## config.mk

```make
export PLATFORM = sky130hd
export DESIGN_NAME = parity_frame_tx
export DESIGN_NICKNAME = d
export VERILOG_FILES = /design/src/rtl/parity_frame_tx.sv
export SDC_FILE = /design/constraint.sdc
export NUM_CORES = 1
export LEC_CHECK = 0
export ABC_AREA = 1
export CORE_MARGIN = 4
export CORE_UTILIZATION = 50
export DETAILED_ROUTE_END_ITERATION = 8
export GPL_TIMING_DRIVEN = 0
export HOLD_SLACK_MARGIN = 0.06
export PLACE_DENSITY = 0.84
export SYNTH_ARGS = -nofsm -noshare
export SYNTH_HDL_FRONTEND = slang
export SYNTH_SLANG_ARGS = --single-unit
export TNS_END_PERCENT = 10
```

## constraint.sdc

```tcl
create_clock -name clk -period 1.75 [get_ports clk]
set_input_delay 0.525 -clock clk [delete_from_list [all_inputs] [get_ports clk]]
set_output_delay 0.525 -clock clk [all_outputs]
set_load 0.01 [all_outputs]
```

## src/rtl/parity_frame_tx.sv

```systemverilog
// Serial parity-frame transmitter: word out LSB-first, then one parity bit; bit 0 one cycle after handshake.
// Backpressure: data_ready drops for the data bits and reopens in the parity cycle for gapless frames.
module parity_frame_tx #(
  parameter int DATA_W     = 8,
  parameter bit ODD_PARITY = 1'b0
) (
  input  logic              clk,
  input  logic              rst_n,
  input  logic [DATA_W-1:0] data_in,
  input  logic              data_valid,
  output logic              data_ready,
  output logic              bit_out,
  output logic              bit_valid,
  output logic              frame_start,
  output logic              frame_end,
  output logic              busy
);

  localparam int IDX_W = (DATA_W > 1) ? $clog2(DATA_W) : 1;
  localparam logic [IDX_W-1:0] LAST_IDX = IDX_W'(DATA_W - 1);

  typedef enum logic [1:0] {
    S_IDLE,
    S_DATA,
    S_PARITY
  } state_t;

  state_t            state_q, state_d;
  logic [IDX_W-1:0]  idx_q, idx_d;
  logic [DATA_W-1:0] word_q, word_d;
  logic              par_q, par_d;
  logic              bit_out_q, bit_out_d;
  logic              bit_valid_q, bit_valid_d;
  logic              frame_start_q, frame_start_d;
  logic              frame_end_q, frame_end_d;
  logic              busy_q, busy_d;
  logic              take;

  assign data_ready = (state_q != S_DATA);
  assign take       = data_valid && data_ready;

  always_comb begin
    state_d = state_q;
    idx_d   = idx_q;
    word_d  = word_q;
    par_d   = par_q;
    case (state_q)
      S_IDLE, S_PARITY: begin
        if (take) begin
          state_d = S_DATA;
          word_d  = data_in;
          par_d   = (^data_in) ^ ODD_PARITY;
          idx_d   = '0;
        end else begin
          state_d = S_IDLE;
        end
      end
      S_DATA: begin
        if (idx_q == LAST_IDX) begin
          state_d = S_PARITY;
        end else begin
          idx_d = idx_q + 1'b1;
        end
      end
      default: state_d = S_IDLE;
    endcase
  end

  // Outputs are registered from the next state so bit 0 lands in the cycle right after the handshake.
  always_comb begin
    bit_out_d     = 1'b0;
    bit_valid_d   = 1'b0;
    frame_start_d = 1'b0;
    frame_end_d   = 1'b0;
    busy_d        = (state_d != S_IDLE);
    case (state_d)
      S_DATA: begin
        bit_out_d     = word_d[idx_d];
        bit_valid_d   = 1'b1;
        frame_start_d = (idx_d == '0);
      end
      S_PARITY: begin
        bit_out_d   = par_d;
        bit_valid_d = 1'b1;
        frame_end_d = 1'b1;
      end
      default: ;
    endcase
  end

  always_ff @(posedge clk or negedge rst_n) begin
    if (!rst_n) begin
      state_q       <= S_IDLE;
      idx_q         <= '0;
      word_q        <= '0;
      par_q         <= 1'b0;
      bit_out_q     <= 1'b0;
      bit_valid_q   <= 1'b0;
      frame_start_q <= 1'b0;
      frame_end_q   <= 1'b0;
      busy_q        <= 1'b0;
    end else begin
      state_q       <= state_d;
      idx_q         <= idx_d;
      word_q        <= word_d;
      par_q         <= par_d;
      bit_out_q     <= bit_out_d;
      bit_valid_q   <= bit_valid_d;
      frame_start_q <= frame_start_d;
      frame_end_q   <= frame_end_d;
      busy_q        <= busy_d;
    end
  end

  assign bit_out     = bit_out_q;
  assign bit_valid   = bit_valid_q;
  assign frame_start = frame_start_q;
  assign frame_end   = frame_end_q;
  assign busy        = busy_q;

endmodule
```

Word level (Yosys, flattened, before mapping)
Cells that the tools add are included.

Logic and storage cells: 40. Output and inout bits: 6. Bits of input ports: 11. Register bits after elaboration: 19.

$lt $le $gt $ge: 1. Reductions and logical operators: 7. Equal/unequal tests: 6. $add $sub $neg: 1. Muxes and demuxes: 16.

Operators with widths (number): $mux W8 (2); $reduce_xor A8 Y1 (1); $mux W1 (7); $mux W3 (2); $pmux W3 S2 (1); $eq A2 B1 Y1 const B (2); $eq A2 B2 Y1 const B (2); $lt A3 B4 Y1 const B (1); $pmux W2 S2 (1); $reduce_or A2 Y1 (2); $add A3 B1 Y3 const B (1); $bmux W1 S3 (1); $eq A3 B3 Y1 const B (1); $logic_not A3 Y1 (1); $logic_not A2 Y1 (1); $mux W2 (1); $ne A2 B1 Y1 const B (1); $pmux W1 S2 (1); $reduce_bool A2 Y1 (1); $logic_and A1 B1 Y1 (1).

Longest topological paths before layout
Gate-level depths: netlist (run 1).

Word-level depth: 7. Depth in mapped cells: 11. Mapped depth without buffers: 11.

Worst setup path before layout (run 1)
OpenSTA, ideal clock, no wires.

Path type: reg-to-reg. Start: register idx_q[0]. End: register bit_out_q, in the netlist bit_out. Required time: 1.633 ns. Stages on the path, launching flop included: 12. Arrival time: 1.329 ns. Clock period less this slack: 1.447 ns. Setup slack: 0.303 ns. Setup time: 0.117 ns. Path buffers: 0. Cells stage by stage: dfrtp_1 -> ha_1 -> nand2_1 -> inv_1 -> nor2_4 -> nand2_4 -> nand2_4 -> nand2_1 -> nand3_1 -> nand2_1 -> nor2_2 -> nand2_1.

Word-level cells in the longest chain between the ends: 6. Elaborated cells on any way between the ends: 12. Those cells by class: 1 x add/sub; 3 x eq/ne; 8 x mux.

Ends and longest elaborated chain: from (decl) (line 29) `logic [IDX_W-1:0] idx_q, idx_d;`; from (signal assigned) (line 104) `idx_q <= idx_d;`; $add A3 B1 Y3 or $eq A3 B3 Y1 (tied branches) (line 62, 59); $mux W3 (line 59) `if (idx_q == LAST_IDX) begin`; $pmux W3 S2 (*) (line 47) `case (state_q)`; net idx_d[0] (line 29); $bmux W1 S3 (*) (line 78) `bit_out_d = word_d[idx_d];`; $mux W1 (implied by the code) (*) (line 78); $pmux W1 S2 (*) (line 76) `case (state_d)`; net bit_out_d (line 32) `logic bit_out_q, bit_out_d;`; to (signal assigned) (line 107) `bit_out_q <= bit_out_d;`; to (decl) (line 32).

Mark *: on every way through the listed nets, which the timed path passes. The rest lies on a longest branch. The select of a mux whose other input is x is not followed.

Final worst setup path (run 1)
Start: register bit_valid_q, in the netlist bit_valid. End: output bit_valid.

RTL lines: from (decl) (line 33) `logic bit_valid_q, bit_valid_d;`; from (signal assigned) (line 108) `bit_valid_q <= bit_valid_d;`; to (decl) (line 13) `output logic bit_valid,`.

No word-level cell between the ends.

==> results.json, run 1 <==
{
  "drv_slew": 0,
  "dieWidth_um": 51.4,
  "clkPwrFrac_pct": 9.9,
  "start_kind": "flip-flop",
  "place_congestion": 0.828,
  "path_class": "reg -> out",
  "clock-skew-final_ns": 0.00232,
  "placementRows": 15,
  "syn-instance-count": 110,
  "r2r_setup_slack_ns": 0.16,
  "layout-drive-gt1-share_pct": 16.2,
  "min_to": "word_q[7]",
  "slowest_stage": "clkdlybuf4s50_1",
  "worstMarginPinSlew_ns": 0.771,
  "crit_chain": "clkdlybuf4s50_1",
  "path_clk_slew_ns": 0.09,
  "drt_iter0_drc": 16,
  "ys_seq_area_share_pct": 47.9,
  "initial_core_util_pct": 53.8,
  "p_leak_uw": 0.000605,
  "cts_max_path_buffers": 2,
  "dpl_worst_slack_ns": -0.197,
  "post-route-min-period_ns": 1.69,
  "finalInstanceArea_mm2": 0.00116,
  "combPwrFrac_pct": 55.6,
  "io_pins": 17,
  "cp.required_ns": 1.22,
  "peakVddDrop_mv": 0.932,
  "diodes": 0,
  "wirelength_um": 1750,
  "clk_latency_ns": 0.28,
  "yosysTopAreaCell": "dfrtp_1",
  "placed_cell_area_mm2": 0.00113,
  "dp_hpwl_um": 1400,
  "crit_fanout": 2,
  "hold_class": "reg -> reg",
  "slowest_delay_ns": 0.53,
  "die_h_um": 51.4,
  "power_density_mw_per_mm2": 1700,
  "antenna_found_initial": 0,
  "area_delta_synth_final_pct": 23.3,
  "max-cap-violations": 0,
  "htreeDepth": 1,
  "drt_pass1_iterations": 4,
  "finalHoldViolations": 0,
  "cts_made_buffers": 3,
  "ys_ff_latch": 18,
  "remaining_drc_errors": 0,
  "syn_nets": 122,
  "syn_area_um2": 940,
  "cp_data_arrival_time_ns": 1.16,
  "cpLargestDelayFamily": "buffers and inverters",
  "syn_area_per_cell_um2": 8.54,
  "setup_ws_ns": 0.0624,
  "clock-root-buffer": "clkbuf_4",
  "min_from": "word_q[7]",
  "wl_per_cell_um": 11.3,
  "relSlewSlack_pct": 48.4,
  "r2r-start": "idx_q[0]",
  "swShare_pct": 42.5,
  "fin_setup_tns_ns": 0,
  "critPathBufInv": 1,
  "vias": 758,
  "fmax_mhz": 593,
  "via_per_inst": 4.89,
  "port_buffers": 16,
  "die_area_mm2": 0.00264,
  "r2r_end": "bit_out",
  "core-area_mm2": 0.00175,
  "period_share_pct": 96.4,
  "grt.overflow.total": 0,
  "grt_start_max_net_pins": 19,
  "synth_top_area_share_pct": 47.9,
  "setup_viol": 0,
  "synth_top_flop_cell": "dfrtp_1",
  "seq_power_share_pct": 34.6,
  "track_usage_pct": 15.1,
  "grt_pass1_wl_um": 2900,
  "hold_ws_ns": 0.488,
  "p_int_uw": 1130,
  "rsz0062_at_grt": "false",
  "p_switching_uw": 838,
  "synthTopCellsByArea": "dfrtp_1 (48%), nand2_1 (13%), nand3_1 (6.4%)",
  "grt_pass1_vias": 680,
  "synth_edf_count": 0,
  "yosysWarnings": 0,
  "drtAntennaViolNets": 0,
  "clock_sinks": 18,
  "post-route-util_pct": 66.4,
  "status": "finished clean",
  "nets": 144,
  "reg2reg_depth": 11,
  "async_flop_share_pct": 100,
  "cp-end-kind": "output pin",
  "ys_types": 22,
  "fill_cells": 152,
  "hold_depth": 2,
  "cts_tree": "done"
}
worst register-to-register path: stages (launching register included):
cell	delay [ns]
dfrtp_1	0.42
ha_1	0.22
nand2_1	0.12
inv_1	0.09
nor2_4	0.13
nand2_4	0.09
nand2_4	0.10
nand2_1	0.06
nand3_1	0.08
nand2_1	0.06
nor2_2	0.07
nand2_1	0.06
sequential cells by signal (all words and copies together) (netlist names):
| name | count |
|---|---|
| word_q | 8 |
| idx_q | 3 |
| state_q | 2 |
| bit_out | 1 |
| bit_valid | 1 |
| frame_end | 1 |
| frame_start | 1 |
| par_q | 1 |
how the worst max path moves through the flow:
stage	startpoint	endpoint	slack (ns)	cells after the start
final	bit_valid	bit_valid	0.06	1
after global routing	bit_valid	bit_valid	0.0004	1
after CTS	state_q[0]	data_ready	0.04	2
after detailed placement	data_valid	bit_out	-0.20	8
after global placement	data_valid	bit_out	-0.17	8
after floorplan	idx_q[0]	bit_out	0.30	11
cells in the mapped netlist (2+ instances only):
cell,number
nand2_2,3
nor2_1,4
nand3_1,12
nand4_1,2
xnor2_1,5
inv_1,16
o21ai_0,3
dfrtp_1,18
nand2_1,32
nand2_4,3
power groups by stage:
stage	combinational, uW	clock, uW	sequential [uW]
final	1100	194	682
after global routing	1230	223	704
after CTS	1090	202	690
after detailed placement	1090	0	696
after global placement	1060	0	685
after floorplan	788	0	692
area by class of cell:
type	count	area [um^2]	area share, %
Buffer	2	22.5	1.94
Clock buffer	3	22.5	1.94
Inverter	17	63.8	5.51
Multi-Input combinational cell	73	403	34.8
Sequential cell	18	452	39.0
Tap cell	25	31.3	2.70
Timing Repair Buffer	17	164	14.1
metrics by stage:
stage                     cells  power [uW]
final                       155        1970
after floorplan             110        1480
after global placement      151        1750
after detailed placement    151        1790
after CTS                   154        1980
after global routing        155        2160
placed cells by master (no fill, tap or decap), drive strengths merged:
master         instances
dfrtp                 18
buf                    4
clkbuf                 3
nor3                   1
nand3                 13
ha                     1
dlygate4sd2            1
nand2                 38
nand4                  2
a21oi                  1
o21ai                  5
xnor2                  5
nor2                   6
inv                   17
xor2                   1
clkdlybuf4s50         14
repair_timing:
action | in CTS | in global routing
pin swaps | 0 | 0
hold buffers | 0 | 0
setup buffers | 0 | 1
gates resized for setup | 3 | 1
setup endpoints to repair | 2 | 1
per-layer routing:
layer / routed length, um / part of all wire [%] / vias to the layer above / track usage [%]
met2: 902 / 51 / 23 / 26.6
met4: 13 / 0.74 / 0 / 5.24
met5: 0 / 0 / - / 0
met1: 728 / 42 / 352 / 17.6
met3: 110 / 6.3 / 2 / 4.08
li1: - / - / 381 / -
logic make-up (layout without fill, tap and decap cells):
group	count (synthesis)	after routing	share of synthesized area [%]
xor+xnor	6	6	5.59
flops	18	18	47.9
compound gates	6	6	4.79
fa+ha+maj	1	1	1.33
buf+inv	19	39	9.19
simple gates	60	60	31.2
(Power assumes the default switching activity.)
==> run 2, diff against run 1 <==
--- a/config.mk
+++ b/config.mk
@@ -7,5 +7,4 @@
 export LEC_CHECK = 0
 export ABC_AREA = 1
-export CORE_MARGIN = 4
 export CORE_UTILIZATION = 50
 export DETAILED_ROUTE_END_ITERATION = 8
==> constraint.sdc (replaced) <==
create_clock -name clk -period 1.75 [get_ports clk]
set_input_delay 0.525 -clock clk [delete_from_list [all_inputs] [get_ports clk]]
set_output_delay 0.525 -clock clk [all_outputs]
set_load 0.005 [all_outputs]
==> run 2 against run 1 <==
Net effect:
- die area decreased by 22%
- global-route usage increased by 4.9 points
- worst setup slack improved by 0.023 ns
- non-clock buffer count unchanged
- critical path depth unchanged
- design area increased by 1.8%
- register-to-register slack improved by 0.03 ns
- final cell count increased by 0.65%
- utilization increased by 1.2 points
- sequential share of layout area decreased by 0.70 points
- clock-buffer cell count increased by 1
- critical endpoint unchanged
- largest power group unchanged
==> results.json, run 2 (synthesis gave the netlist of run 1 again) <==
{
  "top_regs": "word_q x8, idx_q x3, state_q x2",
  "instances_no_fill": 156,
  "placed_cell_area_mm2": 0.00113,
  "diodes": 0,
  "hold_class": "reg -> reg",
  "clock-root-buffer": "clkbuf_4",
  "drt_pass1_iterations": 4,
  "cp.required_ns": 1.22,
  "clock-skew-final_ns": 0.00506,
  "wirelength_um": 1630,
  "power_density_mw_per_mm2": 1710,
  "p_leak_uw": 0.000614,
  "port_buffers": 16,
  "slowest_stage": "clkdlybuf4s50_1",
  "post-route-min-period_ns": 1.66,
  "finalInstanceArea_mm2": 0.00118,
  "nets": 144,
  "setup_viol": 0,
  "grt_start_max_net_pins": 19,
  "cp_data_arrival_time_ns": 1.14,
  "grtUsageMet2_pct": 34.8,
  "core-area_mm2": 0.00175,
  "place_congestion": 0.845,
  "drt_iter0_drc": 12,
  "worstMarginPinSlew_ns": 0.788,
  "status": "finished clean",
  "track_usage_pct": 20.0,
  "area_delta_synth_final_pct": 25.6,
  "antenna_found_initial": 0,
  "layout-drive-gt1-share_pct": 17.6,
  "placementRows": 15,
  "io_pins": 17,
  "cts_tree": "done",
  "clk_latency_ns": 0.29,
  "fmax_mhz": 601,
  "layout_common_cells": "nand2_1 (31), dfrtp_1 (17), inv_1 (15)",
  "final_common_cell": "nand2_1",
  "clock_sinks": 18,
  "dieWidth_um": 45.4,
  "die_h_um": 45.4,
  "grt.met3_usage_pct": 2.40,
  "vias": 742,
  "rsz0062_at_grt": "false",
  "initial_core_util_pct": 53.8,
  "critPathBufInv": 1,
  "hold_ws_ns": 0.489,
  "drv_slew": 0,
  "wl_per_cell_um": 10.4,
  "grt_pass1_vias": 667,
  "crit_chain": "clkdlybuf4s50_1",
  "post-route-util_pct": 67.6,
  "drtAntennaViolNets": 0,
  "relSlewSlack_pct": 47.3,
  "crit_fanout": 2,
  "finalHoldViolations": 0,
  "regMostFlops": "word_q",
  "path_clk_slew_ns": 0.10,
  "dpl.cell_count": 151,
  "fin_setup_tns_ns": 0,
  "slowest_delay_ns": 0.50,
  "start_kind": "flip-flop",
  "grt_pass1_wl_um": 2900,
  "die_area_mm2": 0.00206,
  "via_per_inst": 4.76,
  "largest_register_ff_count": 8,
  "cts_max_path_buffers": 2,
  "period_share_pct": 95.1,
  "cp-end-kind": "output pin",
  "cts_made_buffers": 3,
  "remaining_drc_errors": 0,
  "path_class": "reg -> out",
  "peakVddDrop_mv": 0.870,
  "grt_busiest_layer": "met2",
  "grt.overflow.total": 0,
  "htreeDepth": 1,
  "cpLargestDelayFamily": "buffers and inverters",
  "use_met1_pct": 24.6,
  "dp_hpwl_um": 1300,
  "max-cap-violations": 0
}
run 2: final cells by class:
type	instances	area [um^2]
plain buffers	2	22.5
clock buffers	4	36.3
fillers	161	566
inverters	17	63.8
multi-input cells	73	410
flip-flops and latches	18	452
well taps	25	31.3
repair buffers	17	164
run 2: path summary, 6_finish.rpt:
path	start	endpoint	slack [ns]	cells past startpoint
worst max-delay path	bit_valid	bit_valid	0.09	1
worst min-delay path	word_q[5]	word_q[5]	0.49	2
worst max register to register	idx_q[0]	bit_out	0.19	11
worst min register to register	word_q[5]	word_q[5]	0.49	2
max in group asynchronous	rst_n	state_q[0]	0.53	1
min in group asynchronous	rst_n	par_q	0.68	1
run 2: power breakdown:
group	leakage, uW	switching (uW)	internal, uW
sequential	0.000216	76.1	603
clock	0.0000210	128	127
combinational	0.000378	625	460
run 2: what timing repair did:
| action | in CTS | in global routing |
|---|---|---|
| setup endpoints to repair | 2 | 1 |
| hold buffers | 0 | 0 |
| resized for setup | 5 | 3 |
| pin swaps | 0 | 0 |
| setup buffers | 1 | 0 |
run 2: layer usage:
metal | vias to the layer above | wire length (um)
li1 | 383 | -
met1 | 340 | 694
met2 | 17 | 851
met3 | 2 | 64
met4 | 0 | 17
met5 | - | 0
run 2: per-stage QoR:
step / total power [uW] / setup WS, ns
floorplan: 1460 / 0.303
global placement: 1720 / -0.169
detailed placement: 1760 / -0.188
CTS: 2030 / 0.0713
global route: 2210 / 0.0150
finish: 2020 / 0.0858
==> run 3, diff against run 2 <==
PLACE_DENSITY = unset   (was 0.84)
PLACE_DENSITY_LB_ADDON = 0.08   (was unset)
==> run 3 against run 2 <==
Net effect:
- utilization fell by 0.50 points
- register-to-register slack barely moved
- die area did not move
- non-clock buffer count did not move
- global-route usage fell by 0.19 points
- combinational power barely moved
- total power fell by 1.4%
- largest cell class unchanged
==> results.json, run 3 (synthesis gave the netlist of run 1 again) <==
{
  "drt_iter0_drc": 11,
  "drv_slew": 0,
  "finalHoldViolations": 0,
  "setup_viol": 0,
  "setup_ws_ns": 0.0920,
  "cts_made_buffers": 3,
  "vias": 726,
  "clk_latency_ns": 0.29,
  "layout-drive-gt1-share_pct": 17.7,
  "die_area_mm2": 0.00206,
  "period_share_pct": 94.7,
  "initial_core_util_pct": 53.8,
  "wirelength_um": 1670,
  "critPathBufInv": 1,
  "clock-skew-final_ns": 0.00380,
  "regMostFlops": "word_q",
  "crit_fanout": 2,
  "placed_cell_area_mm2": 0.00113,
  "r2r-start": "idx_q[0]",
  "cp.required_ns": 1.22,
  "place_congestion": 0.835,
  "cts_hold_buffers": 0,
  "drt_pass1_iterations": 4,
  "crit_path_start": "bit_valid",
  "core-area_mm2": 0.00175,
  "dpl_worst_slack_ns": -0.189,
  "placementRows": 15,
  "power_density_mw_per_mm2": 1700,
  "antenna_found_initial": 0,
  "final_common_cell": "nand2_1",
  "max-cap-violations": 0,
  "clock-root-buffer": "clkbuf_4",
  "die_h_um": 45.4,
  "cts_tree": "done",
  "grt_pass1_vias": 661,
  "clock_sinks": 18,
  "grt_start_max_net_pins": 19,
  "cpLargestDelayFamily": "buffers and inverters",
  "diodes": 0,
  "cp_data_arrival_time_ns": 1.13,
  "finalInstanceArea_mm2": 0.00117,
  "wl_per_cell_um": 10.8,
  "nets": 144,
  "cts_max_path_buffers": 2,
  "relSlewSlack_pct": 44.5,
  "dp_hpwl_um": 1270,
  "slowest_delay_ns": 0.49,
  "p_leak_uw": 0.000608,
  "io_pins": 17,
  "remaining_drc_errors": 0,
  "fill_cells": 160,
  "post-route-util_pct": 67.1,
  "post-route-min-period_ns": 1.66,
  "start_kind": "flip-flop",
  "worstMarginPinSlew_ns": 0.830,
  "htreeDepth": 1,
  "via_per_inst": 4.68,
  "fmax_mhz": 603,
  "grt_pass1_wl_um": 2810,
  "hold_class": "reg -> reg",
  "slowest_stage": "clkdlybuf4s50_1",
  "cp-end-kind": "output pin",
  "path_class": "reg -> out",
  "port_buffers": 16,
  "peakVddDrop_mv": 0.909,
  "min_from": "word_q[4]",
  "fin_setup_tns_ns": 0,
  "dieWidth_um": 45.4,
  "grt.overflow.total": 0,
  "path_clk_slew_ns": 0.09,
  "hold_ws_ns": 0.488,
  "largest_register_ff_count": 8,
  "layout_common_cells": "nand2_1 (31), dfrtp_1 (17), inv_1 (15)",
  "drtAntennaViolNets": 0,
  "track_usage_pct": 19.8,
  "rsz0062_at_grt": "false",
  "top_regs": "word_q x8, idx_q x3, state_q x2",
  "crit_chain": "clkdlybuf4s50_1",
  "area_delta_synth_final_pct": 24.6,
  "status": "finished clean"
}
-- run 3: cell types whose count changed in the layout (fill, tap and decap cells not counted) --
cell / previous run / this run
clkbuf_8: 1 / 0
nand3_1: 12 / 11
nand3_2: 1 / 2
o21ai_0: 1 / 2
o21ai_1: 2 / 1
-- run 3: final cells by class --
type                            count  area (um^2)  share of cell area (%)
Inverter                           17         63.8                    5.45
Buffer                              2         22.5                    1.92
Clock buffer                        3         22.5                    1.92
Multi-Input combinational cell     73          415                    35.5
Sequential cell                    18          452                    38.6
Timing Repair Buffer               17          164                    14.0
Tap cell                           25         31.3                    2.67
-- run 3: repair_timing --
item                       4_1_cts  5_1_grt
gates resized for setup          5        3
buffers inserted                 1        0
setup endpoints to repair        2        1
hold endpoints to repair         0        0
-- run 3: worst register-to-register path, delay by kind of cell (launching register included) --
family	cells	cell delay [ns]
AND/OR/NAND/NOR	9	0.75
adder cells (fa/ha/maj)	1	0.23
buffers and inverters	1	0.08
flip-flops	1	0.41
-- run 3: path summary, 6_finish.rpt --
path | cells after the start | to | slack, ns
hold / removal | 2 | word_q[4] | 0.49
max in group asynchronous | 1 | state_q[0] | 0.48
min in group asynchronous | 1 | word_q[5] | 0.70
hold reg to reg | 2 | word_q[4] | 0.49
setup / recovery | 1 | bit_valid | 0.09
setup reg to reg | 11 | bit_out | 0.18
-- run 3: power by group --
part	internal (uW)	switching, uW
Sequential	603	76.9
Combinational	462	648
Clock	80.2	121
-- run 3: layer usage --
metal  routed length (um)  global-route usage [%]  vias up  share of wire, %
met2                  817                    31.9       15                49
met4                   31                    10.9        0               1.9
met5                    0                       0        -                 0
met1                  783                    26.0      325                47
met3                   34                    2.40        4               2.0
li1                     -                       -      382                 -
-- run 3: metrics by stage --
stage | power [uW] | std cells
3_3_place_gp | 1740 | 151
6_report | 1990 | 155
2_1_floorplan | 1460 | 110
4_1_cts | 1990 | 155
5_1_grt | 2190 | 155
3_5_place_dp | 1770 | 151
